--- src/rtl/jt49_div_sched.sv ---
// Time-multiplexed divider scheduler: one counter/comparator swept over tone A/B/C, noise, envelope.
// Optional JT49_SCHED_ZERO_HALT_EN: a zero period halts its slot instead of acting as period 1.
module jt49_div_sched #(
  parameter int TW = 12,
  parameter int NW = 5,
  parameter int EW = 16
) (
  input  logic        clk,
  input  logic        rst,
  input  logic        cen16,
  input  logic        cen256,
  input  logic        wr,
  input  logic [2:0]  waddr,
  input  logic [15:0] wdata,
  output logic        tone_a,
  output logic        tone_b,
  output logic        tone_c,
  output logic        noise_stb,
  output logic        env_stb,
  output logic        busy,
  output logic        overrun
);

  typedef enum logic {IDLE, SLOT} state_t;

  state_t        state_q, state_d;
  logic [2:0]    slot_q, slot_d;
  logic          envPend_q, envPend_d;
  logic [EW-1:0] period_q [5];
  logic [EW-1:0] count_q  [5];
  logic          toneA_q, toneB_q, toneC_q, noiseStb_q, envStb_q, overrun_q;

  logic [EW-1:0] curCount, curPeriod, wTone, wNoise, wEnv;
  logic [EW:0]   nxt, eff;
  logic          hit, halted;

  assign wTone  = EW'(wdata[TW-1:0]);
  assign wNoise = EW'(wdata[NW-1:0]);
  assign wEnv   = wdata[EW-1:0];

  assign curCount  = count_q[slot_q];
  assign curPeriod = period_q[slot_q];
  assign nxt       = {1'b0, curCount} + 1'b1;
  assign eff       = (curPeriod == '0) ? (EW+1)'(1) : {1'b0, curPeriod};
  assign hit       = (nxt >= eff);

`ifdef JT49_SCHED_ZERO_HALT_EN
  assign halted = (curPeriod == '0);
`else
  assign halted = 1'b0;
`endif

  always_ff @(posedge clk or posedge rst) begin
    if (rst) begin
      state_q   <= IDLE;
      slot_q    <= '0;
      envPend_q <= 1'b0;
    end else begin
      state_q   <= state_d;
      slot_q    <= slot_d;
      envPend_q <= envPend_d;
    end
  end

  // The envelope slot is only visited on sweeps whose request carried cen256.
  always_comb begin
    state_d   = state_q;
    slot_d    = slot_q;
    envPend_d = envPend_q;
    case (state_q)
      IDLE: begin
        if (cen16) begin
          state_d   = SLOT;
          slot_d    = '0;
          envPend_d = cen256;
        end
      end
      SLOT: begin
        if (slot_q == 3'd3) begin
          if (envPend_q) slot_d = 3'd4;
          else           state_d = IDLE;
        end else if (slot_q == 3'd4) begin
          state_d   = IDLE;
          envPend_d = 1'b0;
        end else begin
          slot_d = slot_q + 3'd1;
        end
      end
      default: state_d = IDLE;
    endcase
  end

  always_comb begin
    busy = (state_q == SLOT);
  end

  // Period writes land at the clock edge, so a slot processed in the write cycle still sees the old period.
  always_ff @(posedge clk or posedge rst) begin
    if (rst) begin
      for (int i = 0; i < 5; i++) begin
        period_q[i] <= '0;
        count_q[i]  <= '0;
      end
      toneA_q    <= 1'b0;
      toneB_q    <= 1'b0;
      toneC_q    <= 1'b0;
      noiseStb_q <= 1'b0;
      envStb_q   <= 1'b0;
      overrun_q  <= 1'b0;
    end else begin
      noiseStb_q <= 1'b0;
      envStb_q   <= 1'b0;
      if (cen16 && state_q == SLOT) overrun_q <= 1'b1;
      if (state_q == SLOT) begin
        if (halted) begin
          count_q[slot_q] <= '0;
        end else if (hit) begin
          count_q[slot_q] <= '0;
          case (slot_q)
            3'd0:    toneA_q    <= ~toneA_q;
            3'd1:    toneB_q    <= ~toneB_q;
            3'd2:    toneC_q    <= ~toneC_q;
            3'd3:    noiseStb_q <= 1'b1;
            default: envStb_q   <= 1'b1;
          endcase
        end else begin
          count_q[slot_q] <= nxt[EW-1:0];
        end
      end
      if (wr) begin
        case (waddr)
          3'd0:    period_q[0] <= wTone;
          3'd1:    period_q[1] <= wTone;
          3'd2:    period_q[2] <= wTone;
          3'd3:    period_q[3] <= wNoise;
          3'd4:    period_q[4] <= wEnv;
          default: ;
        endcase
      end
    end
  end

  assign tone_a    = toneA_q;
  assign tone_b    = toneB_q;
  assign tone_c    = toneC_q;
  assign noise_stb = noiseStb_q;
  assign env_stb   = envStb_q;
  assign overrun   = overrun_q;

endmodule
--- config.mk ---
export PLATFORM = sky130hd
export DESIGN_NAME = jt49_div_sched
export DESIGN_NICKNAME = d
export VERILOG_FILES = /design/src/rtl/jt49_div_sched.sv
export SDC_FILE = /design/constraint.sdc
export NUM_CORES = 1
export LEC_CHECK = 0
export ABC_CLOCK_PERIOD_IN_PS = 6930
export BUFFER_PORTS_ARGS = -buffer_cell sky130_fd_sc_hd__buf_2
export CAP_MARGIN = 40
export CORE_UTILIZATION = 55
export CTS_CLUSTER_DIAMETER = 150
export DETAILED_ROUTE_END_ITERATION = 8
export GPL_ROUTABILITY_DRIVEN = 0
export HOLD_SLACK_MARGIN = 0.08
export PLACE_DENSITY = 0.7
export SLEW_MARGIN = 20
export SYNTH_ARGS = -nofsm -noshare
export SYNTH_HDL_FRONTEND = slang
export SYNTH_SLANG_ARGS = --single-unit
export TNS_END_PERCENT = 50
--- constraint.sdc ---
create_clock -name clk -period 6.93 [get_ports clk]
set_clock_uncertainty 0.05 [all_clocks]
set_input_delay 0.693 -clock clk [delete_from_list [all_inputs] [get_ports clk]]
set_output_delay 0.693 -clock clk [all_outputs]
set_load 0.005 [all_outputs]
Word-level counts from Yosys, hierarchy flattened
Cells that the tools add are included.
{ "op_classes": {"n_addsub": 2, "n_mul": 0, "n_div": 0, "n_lt_le_gt_ge": 3, "eq_ne": 13, "shifts": 0, "mux": 31, "bitwise_logic": 7, "n_reduce_logical": 16} }
{ "op_table": {"columns": ["cell", "count"], "rows": [
  ["$bmux 16 s3", 2],
  ["$mux 16", 6],
  ["$and 80x80->80", 1],
  ["$bwmux 80", 1],
  ["$mux 80", 1],
  ["$not 80->80", 1],
  ["$demux 16 s3", 1],
  ["$add 16x1->17 const B", 1],
  ["$ge 17x16->1", 1],
  ["$logic_not 16->1", 1],
  ["$reduce_and 3->1", 5],
  ["$mux 1", 13],
  ["$eq 3x2->1 const B", 4],
  ["$mux 3", 4],
  ["$reduce_and 2->1", 5],
  ["$eq 3x1->1 const B", 2],
  ["$eq 3x3->1 const B", 2],
  ["$logic_not 3->1", 2],
  ["$ne 3x3->1 const B", 2],
  ["$pmux 3 s2", 1],
  ["$ge 4x4->1 const B", 1],
  ["$lt 4x1->1 const B", 1],
  ["$ne 2x2->1 const B", 2],
  ["$not 1->1", 4],
  ["other kinds (6)", 8]
]} }
{ "totals": {"regBits": 148, "latch_bits": 0, "ramBits": 0, "rom_bits": 0, "in_bits": 24, "out_inout_bits": 7, "mem_count": 0} }

Depth between registers and ports, before layout
{ "logic_depth": {"depth_word": 9, "depth_mapped": 21, "depth_no_buf": 17} }

Worst setup path after synthesis
Ideal clock, no wire load.
{ "synth_timing": {"kind": "register -> register", "from": "register slot_q[0]", "to": "register count_q[15] (netlist name)", "setup_time_ps": 84, "arrival_ps": 4141, "slack_ps": 2655, "stages_incl_launch_ff": 22, "path_cell_list": "dfrtp_1 buf_6 buf_12 buf_12 mux2i_1 o22ai_1 or2_2 ha_1 o211ai_1 nor3_4 nand3_1 xnor2_1 inv_1 ha_1 a21o_1 a21oi_1 o211a_1 o21ai_0 a21boi_0 clkbuf_1 a32oi_1 o21ai_0"} }
{ "synth_between": {"elab_chain_cells": 8, "elab_cells_between_ends": 20, "classes_between": "add/sub: 1; order compare: 3; mux: 11; bitwise: 3; reduce/logical: 2"} }
{ "synth_lines": {"columns": ["item", "line", "text"], "rows": [
  ["start, declared", "27", "logic [2:0] slot_q, slot_d;"],
  ["start signal, assigned", "60", "slot_q <= slot_d;"],
  ["$not 3->4 (not written as such) *", null, null],
  ["parallel branches: the longest is 6 deep, another holds $add 16x1->17", null, null],
  ["$mux 80 *", "117", "end else if (hit) begin"],
  ["end signal, assigned by index", "127", "count_q[slot_q] <= nxt[EW-1:0];"],
  ["end, declared", "30", "logic [EW-1:0] count_q [5];"]
]} }
Mark *: on every way between the ends. The select of a mux whose other input is x is not followed.
A chain may end at the register's enable or synchronous reset.

Worst setup path after layout
{ "layout_timing": {"from": "register slot_q[2]", "to": "register count_q[75] (netlist name)"} }
The elaborated chain is that of the path after synthesis.

==> run summary <==
Clk sinks: 148
Top cell type's share of synthesized area: 47.5%
Initial antenna violation count: 0
Synthesized Nets: 775
Clock transition at path regs: 0.06 ns
Vias/cell: 6.22
RSZ-0062 raised after global routing: false
Crit path cell chain: buf_4 > nor2b_1 > a32oi_1 > nand2_1 > ha_1 > o211ai_1 > nor3_4 > nand3_1 > xnor2_1 > inv_1 > ha_1 > a21o_1 > a21oi_1 > o211a_1 > o21ai_0 > a21boi_0 > buf_4 > nand2_1 > buf_8 > o31ai_1
CTS Buf Count: 17
Synth Instances: 729
Maxcap violations: 0
WL per Instance: 20.3 um
H-tree Lvls: 4
Static leakage: 3.87 nW
Worst Tran Pin Value: 0.693 ns
Synth unique cells: 67
Fin. max-slew vios: 0
Comb pwr share: 42.9%
CTS Buffer Depth: 2
CTS Root Cell: clkbuf_16
Hold Vio Cnt, Final: 0
Post-route ant nets: 0
CP endpoint kind: flip-flop
Synth async-reset ratio: 100%
Final Setup Violations: 0
Row count: 43
Critical path class: flip-flop to flip-flop
Ant. Diodes: 0
Worst EP arrival: 6.07 ns
Number of global-route vias before repair: 6080
CP max FO: 34
Tmin final: 5.79 ns
Sw Ratio: 41.6%
DP Wirelength: 13.5 mm
Global-route wire length before repair: 31.7 mm
Register area: 3700 um^2
Full die area: 14700 um^2
Vias: 5875
Global route overflow: 0
Startpoint types: flip-flop
VDD IR max: 0.250 mV
Setup bufs post-CTS: 0
1st-iter DRT viols: 459
Placeable Area: 13900 um^2
Fmax: 0.173 GHz
Die H: 121 um
Top cells by area, synth: dfrtp_1 (48%), mux2_2 (8.5%), nand2_1 (5.2%)
TritonCTS clock tree: done
Routed wire length: 19.2 mm
Area delta synth->final: 12.2%
Period Utilization, post-route: 83.6%
First-pass DRT Iterations: 5
Nets@finish: 798
IO Port Bufs: 30
Synthesized area per cell: 10.7 um^2
Sequential share of the synthesized area: 47.5%
Worst slew margin: 53.7%
Worst Hold Class: input pin to asynchronous set/reset pin
Sequential Power Share: 32.1%
Register bit count reported by yosys: 148
PostCTS Resize Cnt: 0
YS warnings: 0
Largest net degree at the start of global routing: 77
Fill count: 1120
Critical Path RT: 7.20 ns
Multi-input gate area: 3800 um^2
CTS hold repair buffers: 0
# IOs: 31
Largest area contributor in the netlist: dfrtp_1
Int Power: 2.18 mW
Outcome: finished, final reports clean
Layout cells sized above 1: 21.8%
Skew-Pair Late Insertion Delay: 0.43 ns
Clk network pwr share: 25.0%
Gr usage total: 28.5%
Top FF cell, synth: dfrtp_1
Total power: 3.73 mW
Post-synth EDFFs: 0
DIE WIDTH: 121 um
R2R Setup Slk: 1.14 ns
Starting Density: 56.2%
Synth Cell Area: 7800 um^2
Post-route DRC: 0
Setup tns final: 0 ns
Max stage delay cell, worst path: dfrtp_1
PD cells: 427 nW/um^2
Worst path max stage delay: 0.53 ns
Sw Pwr: 1.55 mW
-- power by group through the flow --
stage,combinational [mW],sequential (mW),clock [mW]
final,1.60,1.20,0.933
after global routing,1.73,1.22,0.982
after CTS,1.57,1.20,0.942
after detailed placement,1.57,1.21,0
after global placement,1.45,1.22,0
after floorplan,1.20,1.14,0
-- registers in the layout (all words and copies together), names as in the netlist --
| register | cells |
|---|---|
| busy | 1 |
| count_q | 80 |
| envPend_q | 1 |
| env_stb | 1 |
| noise_stb | 1 |
| overrun | 1 |
| period_q | 57 |
| slot_q | 3 |
| tone_a | 1 |
| tone_b | 1 |
| tone_c | 1 |
-- kinds of logic (layout without fill, tap and decap cells) --
family,count (synthesis),after routing,share of synthesized area [%]
buf+inv,65,101,4.06
xor+xnor,15,15,1.69
compound gates,182,182,16.2
simple gates,203,203,13.2
fa+ha+maj,22,22,3.53
mux,94,94,13.8
flops,148,148,47.5
-- layer usage --
layer,routed length [um],track usage (%),share of wire (%)
met1,8180,36.5,43
met3,1090,5.59,5.7
met2,9530,46.8,50
met4,358,12.7,1.9
met5,0,0,0
-- per-stage QoR --
step	hold slack (ns)	setup WS, ns	instance area (um^2)	std cells	util [%]
3_5_place_dp	0.389	1.30	8150	913	58.7
4_1_cts	0.341	1.29	8740	945	63.0
2_1_floorplan	0.390	2.21	7800	729	-
5_1_grt	0.372	0.829	8740	945	63.0
6_report	0.321	1.14	8740	945	63.0
3_3_place_gp	0.382	1.13	8070	908	58.1
-- synthesized netlist by cell type (4+ instances only) --
cell type  instances
a21boi_1           4
a21o_1             5
a21oi_1           19
a22oi_1           12
buf_2             11
clkbuf_1          27
dfrtp_1          148
ha_1              22
inv_1             20
mux2_2            59
mux2i_1           30
mux4_2             5
nand2_1          109
nand3_1           12
nand3b_1          12
nand4_1            8
nor2_1            22
nor2b_1            5
nor3_1             5
o21ai_0           52
o22ai_1            7
o31ai_1           46
xnor2_1            9
xor2_1             6
-- path summary, 6_finish.rpt --
check,startpoint,to,cells past startpoint
max,slot_q[2],count_q[75],20
max reg2reg,slot_q[2],count_q[75],20
min reg2reg,overrun,overrun,1
max in group asynchronous,rst,count_q[45],4
min,rst,period_q[34],2
min in group clk,overrun,overrun,1
-- final cells by class --
class,instances,share of cell area [%]
Inverter,20,0.916
Multi-Input combinational cell,516,43.5
Sequential cell,148,42.4
Clock buffer,19,4.95
Tap cell,180,2.58
Clock inverter,13,1.82
Timing Repair Buffer,49,3.92
-- cell usage in the layout, fill, tap and decap left out, drive strengths merged, types with 19 or more instances in the layout --
cell	Yosys	routed
dfrtp	148	148
nand2	109	109
mux2	59	59
o21ai	55	55
buf	18	49
o31ai	46	46
mux2i	30	30
nor2	23	23
ha	22	22
inv	20	21
a21oi	20	20
clkbuf	27	19
-- critical path: cells and delay by family (launching register included) --
kind | cells | cell delay, ns
AO/OA/AOI/OAI | 8 | 1.55
AND/OR/NAND/NOR | 5 | 1.43
buffers and inverters | 4 | 0.95
adder cells (fa/ha/maj) | 2 | 0.66
flip-flops | 1 | 0.53
XOR/XNOR | 1 | 0.51
Note: power is estimated with default switching activity, not from simulation.
